$ cat config.mk
export PLATFORM = sky130hd
export DESIGN_NAME = twodemux_stream
export DESIGN_NICKNAME = d
export VERILOG_FILES = /design/src/rtl/twodemux_pkg.sv /design/src/rtl/demux_slot.sv /design/src/rtl/twodemux_stream.sv
export SDC_FILE = /design/constraint.sdc
export NUM_CORES = 1
export LEC_CHECK = 0
export ABC_AREA = 0
export CORE_AREA = 5 5 42 44
export DETAILED_ROUTE_END_ITERATION = 8
export DIE_AREA = 0 0 47 49
export PLACE_DENSITY = 0.66
export SLEW_MARGIN = 0
export SYNTH_ARGS = -nofsm -noshare
export SYNTH_HDL_FRONTEND = slang
export SYNTH_SLANG_ARGS = --single-unit
$ cat constraint.sdc
create_clock -name clk -period 3.3 [get_ports clk]
set_clock_uncertainty 0.1 [all_clocks]
set_input_delay 0.99 -clock clk [delete_from_list [all_inputs] [get_ports clk]]
set_output_delay 0.99 -clock clk [all_outputs]
set_load 0.02 [all_outputs]
$ cat src/rtl/twodemux_pkg.sv
// twodemux_pkg: shared constants and slot state for the 1-to-2 stream demux.
// TWODEMUX_CNT_EN enables per-channel delivery counters.
package twodemux_pkg;

  localparam logic SEL_A = 1'b0;
  localparam logic SEL_B = 1'b1;

  localparam int DEF_WIDTH = 4;
  localparam int DEF_CNT_W = 8;

  typedef enum logic {
    EMPTY = 1'b0,
    FULL  = 1'b1
  } slot_e;

endpackage

$ cat src/rtl/demux_slot.sv
// demux_slot: one-entry valid/ready output register for one demux channel.
// TWODEMUX_CNT_EN adds a saturating delivered-word counter.
module demux_slot
  import twodemux_pkg::*;
#(
  parameter int WIDTH = DEF_WIDTH
`ifdef TWODEMUX_CNT_EN
  ,
  parameter int CNT_W = DEF_CNT_W
`endif
) (
  input  logic             clk,
  input  logic             rstn,
  input  logic             i_load,
  input  logic [WIDTH-1:0] i_data,
  input  logic             i_ready,
  output logic [WIDTH-1:0] o_data,
  output logic             o_valid,
  output logic             o_can_load
`ifdef TWODEMUX_CNT_EN
  ,
  output logic [CNT_W-1:0] o_cnt
`endif
);

  slot_e            r_state;
  slot_e            w_state_nxt;
  logic [WIDTH-1:0] r_data;
  logic             w_drain;

  assign w_drain    = (r_state == FULL) && i_ready;
  assign o_can_load = (r_state == EMPTY) || i_ready;
  assign o_valid    = (r_state == FULL);
  assign o_data     = r_data;

  // A load wins over a drain: the new word replaces the departing one.
  always_comb begin
    w_state_nxt = r_state;
    if (i_load) begin
      w_state_nxt = FULL;
    end else if (w_drain) begin
      w_state_nxt = EMPTY;
    end
  end

  always_ff @(posedge clk or negedge rstn) begin
    if (!rstn) begin
      r_state <= EMPTY;
    end else begin
      r_state <= w_state_nxt;
    end
  end

  always_ff @(posedge clk or negedge rstn) begin
    if (!rstn) begin
      r_data <= '0;
    end else if (i_load) begin
      r_data <= i_data;
    end
  end

`ifdef TWODEMUX_CNT_EN
  logic [CNT_W-1:0] r_cnt;

  always_ff @(posedge clk or negedge rstn) begin
    if (!rstn) begin
      r_cnt <= '0;
    end else if (w_drain && (r_cnt != '1)) begin
      r_cnt <= r_cnt + 1'b1;
    end
  end

  assign o_cnt = r_cnt;
`endif

endmodule

$ cat src/rtl/twodemux_stream.sv
// twodemux_stream: registered 1-to-2 valid/ready demux, one slot per channel.
// TWODEMUX_CNT_EN adds cnt_a/cnt_b delivery counters.
module twodemux_stream
  import twodemux_pkg::*;
#(
  parameter int WIDTH = DEF_WIDTH
`ifdef TWODEMUX_CNT_EN
  ,
  parameter int CNT_W = DEF_CNT_W
`endif
) (
  input  logic             clk,
  input  logic             rstn,
  input  logic [WIDTH-1:0] din,
  input  logic             din_sel,
  input  logic             din_valid,
  output logic             din_ready,
  output logic [WIDTH-1:0] douta,
  output logic             douta_valid,
  input  logic             douta_ready,
  output logic [WIDTH-1:0] doutb,
  output logic             doutb_valid,
  input  logic             doutb_ready
`ifdef TWODEMUX_CNT_EN
  ,
  output logic [CNT_W-1:0] cnt_a,
  output logic [CNT_W-1:0] cnt_b
`endif
);

  logic w_a_can;
  logic w_b_can;
  logic w_fire;
  logic w_load_a;
  logic w_load_b;

  // Readiness follows only the addressed channel, so a stall stays local.
  assign din_ready = (din_sel == SEL_B) ? w_b_can : w_a_can;
  assign w_fire    = din_valid && din_ready;
  assign w_load_a  = w_fire && (din_sel == SEL_A);
  assign w_load_b  = w_fire && (din_sel == SEL_B);

  demux_slot #(
    .WIDTH (WIDTH)
`ifdef TWODEMUX_CNT_EN
    ,
    .CNT_W (CNT_W)
`endif
  ) u_slot_a (
    .clk        (clk),
    .rstn       (rstn),
    .i_load     (w_load_a),
    .i_data     (din),
    .i_ready    (douta_ready),
    .o_data     (douta),
    .o_valid    (douta_valid),
    .o_can_load (w_a_can)
`ifdef TWODEMUX_CNT_EN
    ,
    .o_cnt      (cnt_a)
`endif
  );

  demux_slot #(
    .WIDTH (WIDTH)
`ifdef TWODEMUX_CNT_EN
    ,
    .CNT_W (CNT_W)
`endif
  ) u_slot_b (
    .clk        (clk),
    .rstn       (rstn),
    .i_load     (w_load_b),
    .i_data     (din),
    .i_ready    (doutb_ready),
    .o_data     (doutb),
    .o_valid    (doutb_valid),
    .o_can_load (w_b_can)
`ifdef TWODEMUX_CNT_EN
    ,
    .o_cnt      (cnt_b)
`endif
  );

endmodule

==> results of run 1 <==
## cell families (layout without fill, tap and decap cells)
logic type / Yosys count / after routing
AND/OR/NAND/NOR: 7 / 7
buffers and inverters: 1 / 28
flip-flops: 10 / 10
AO/OA/AOI/OAI: 2 / 2
multiplexers: 8 / 8
## cells in the final DEF (no fill, tap or decap)
cell type        count
dfrtp_1             10
inv_1                1
buf_4                3
o21ai_0              1
nor3b_4              1
clkbuf_4             3
clkbuf_8             1
and2b_1              1
a21oi_1              1
dlygate4sd2_1        1
nand2_2              1
clkdlybuf4s50_1     19
mux2_2               8
nor2_4               1
nand2b_4             1
nand2b_1             1
nor2_1               1
## power by group
| part | total, W | internal (W) | switching [W] |
|---|---|---|---|
| Combinational | 0.000117 | 0.0000654 | 0.0000513 |
| Clock | 0.000109 | 0.0000670 | 0.0000424 |
| Sequential | 0.000153 | 0.000143 | 0.0000102 |
| Total | 0.000379 | 0.000275 | 0.000104 |
## critical path: stages
cell and delay [ns]:
clkdlybuf4s50_1 0.45, and2b_1 0.18, a21oi_1 0.13, dlygate4sd2_1 0.34
## state kept, by name, indices dropped and copies added, names as in the netlist
| name | flops |
|---|---|
| u_slot_a.o_data | 4 |
| u_slot_b.o_data | 4 |
| u_slot_a.o_valid | 1 |
| u_slot_b.o_valid | 1 |
## per-layer routing
| metal | vias to the layer above | part of all wire | global-route usage |
|---|---|---|---|
| met4 | 0 | 0.011 | 0.05530 |
| li1 | 149 | - | - |
| met3 | 2 | 0.18 | 0.05535 |
| met2 | 23 | 0.38 | 0.1357 |
| met1 | 138 | 0.42 | 0.1267 |
| met5 | - | 0 | 0 |
## layout make-up
type / count / area share
Sequential cell: 10 / 0.3578
Tap cell: 16 / 0.02862
Clock buffer: 4 / 0.05188
Inverter: 1 / 0.005367
Timing Repair Buffer: 23 / 0.3166
Multi-Input combinational cell: 17 / 0.2397
## worst min-delay path by stage
stage	slack (ns)	to	cells past startpoint
3_5_place_dp	0.40	u_slot_b.o_data[3]	1
5_1_grt	0.44	u_slot_b.o_data[1]	1
3_3_place_gp	0.39	u_slot_b.o_data[3]	1
2_1_floorplan	0.54	u_slot_b.o_data[0]	1
4_1_cts	0.42	u_slot_a.o_data[3]	1
6_report	0.41	u_slot_a.o_data[0]	1
## stage by stage
stage,worst slack [ns],util
after floorplan,0.6379,-
after global placement,-0.1453,0.4741
after detailed placement,-0.1455,0.4741
after CTS,0.1166,0.4991
after global routing,0.04461,0.4991
final,0.1218,0.4991
==> impl_results.md, run 1 <==
* Synth Flop Type: dfrtp_1
* # setup viols final at 0
* Setup TNS at 0 ns
* Post-CTS Setup Inserts at 0
* Core area at 1401 µm²
* Tot GR Track Use at 0.1016
* CTS sink cnt at 10
* Peak Freq at 314.6 MHz
* Synth top cells by count: dfrtp_1 (10), mux2_2 (8)
* RSZ-0062 raised after global routing: false
* Simple-gate area share of the yosys netlist at 0.1602
* Num CTS Buffers at 3
* Tmin final at 3.178 ns
* Fill cells at 137
* Placed cell area at 664.4 µm²
* Reg2Reg Setup Slack at 1.84 ns
* Seq/Total Area, Yosys at 0.5935
* Status: complete, no violations
* Standard-cell rows at 14
* Pwr per Cell Area at 541.8 nW/µm²
* Area of the multi-input gates at 167.7 µm²
* First-pass GRT wire length at 1642 µm
* Cell Count, Final, Fillers Out at 71
* Arrival @ worst endpoint at 2.09 ns
* Worst-skew pair later-pin latency at 0.26 ns
* Worst Reg-to-Reg Cells at 4
* Largest net degree at the start of global routing at 11
* Worst r2r src: u_slot_a.o_valid
* Post-synthesis compound-gate area fraction at 0.02374
* Total Power at 0.0003789 W
* Top cells by area, synth: dfrtp_1 (59%), mux2_2 (21%), nor3b_4 (4.5%), nand2b_4 (3.3%), nor2_4 (2.7%)
* CP Max Fanout at 2
* I/O Pins at 21
* Warnings, synthesis at 0
* Max_cap viols at 0
* Synth Register Bits at 10
* CP endpoint: din_ready
* Final std cell area, no fill at 699.4 µm²
* Final Net Count at 66
* Post-synthesis cell type count at 12
* RR Endpoint: u_slot_a.o_data[0]
* Xor/xnor share of the synthesized area at 0
* Starting Density at 0.3009
* Slew Viols, Final at 0
* IO Port Bufs at 20
* Syn Inst Count at 28
* Area added between synthesis and finish at 65.88%
* Wire length per cell at 13.52 µm
* Reg clk slew, reported paths at 0.06 ns
* Root Buffer: clkbuf_4
* Vias post-DR at 312
* Syn Std Cell Area at 421.7 µm²
* Crit Path Category: input port to output port
* Initial antenna violation count at 0
* Post-route ant nets at 0
* Leakage power at 0.2998 nW
* Placed cell count at 67
* Residual DRC count at 0
* Worst hold path type: flip-flop to flip-flop
* Synth top area share at 0.5935
* Final wirelength at 960 µm
* Final period utilization at 0.9631
* Register Area at 250.2 µm²
* 1st-iter DRT viols at 0
* Count leader, synth: dfrtp_1
* Avg Cell Area, Syn at 15.06 µm²
* Final hold slack at 0.4130 ns
* Overflow after GRT at 0
* Layout cell share with drive strength beyond 1 at 0.3455
* Crit start category: input port
* Drt first pass iters at 1
* Final GP Congestion at 0.7002
* Mux contribution to synthesized area at 0.2136
* Peak VDD IR at 0.2748 mV
* Worst slew margin at 0.7035
* CP startpoint: doutb_ready
* CP required at 2.21 ns
* Worst-margin pin slew at 0.4434 ns
* Vias in the first global route at 369
* Syn Nets at 38
* Die Ht at 49 µm
* Async SR Flop Fraction at 1.000
* Post_cts resized at 1
* Detailed Place HPWL at 752.6 µm
* Die ar. at 2303 µm²
* Largest area contributor in the netlist: dfrtp_1
* Post-Synth Adder-Cell Area at 0
* Max H-tree Level at 1
* Main combinational cell family by area after synthesis: multiplexers
* CTS tree: yes
* CTS Hold Bufs at 0
* Crit end category: output port
* Final Hold Vio Count at 0
* # diodes at 0
* DIE WIDTH at 47 µm
* Max clock buf depth at 2
* Vias per inst at 4.394
* Post-synth EDFFs at 0
* Worst Min Path Start: u_slot_a.o_data[0]
Power figures use the tool's default switching activity.
==> inputs of run 2 (changes only) <==
- clock period: 3.3 -> 3.2 ns (I/O delays scaled with it)
==> results of run 2 <==
Same layout as run 1 (identical final DEF). Status: complete, no violations.
Main changes from that run: setup slack after placement -0.1455 ns -> -0.1855 ns; setup slack after layout 0.1218 ns -> 0.08180 ns; register-to-register setup slack 1.84 ns -> 1.74 ns; total power 0.0003789 W -> 0.0003908 W; worst IR drop on VDD 0.2748 mV -> 0.2834 mV
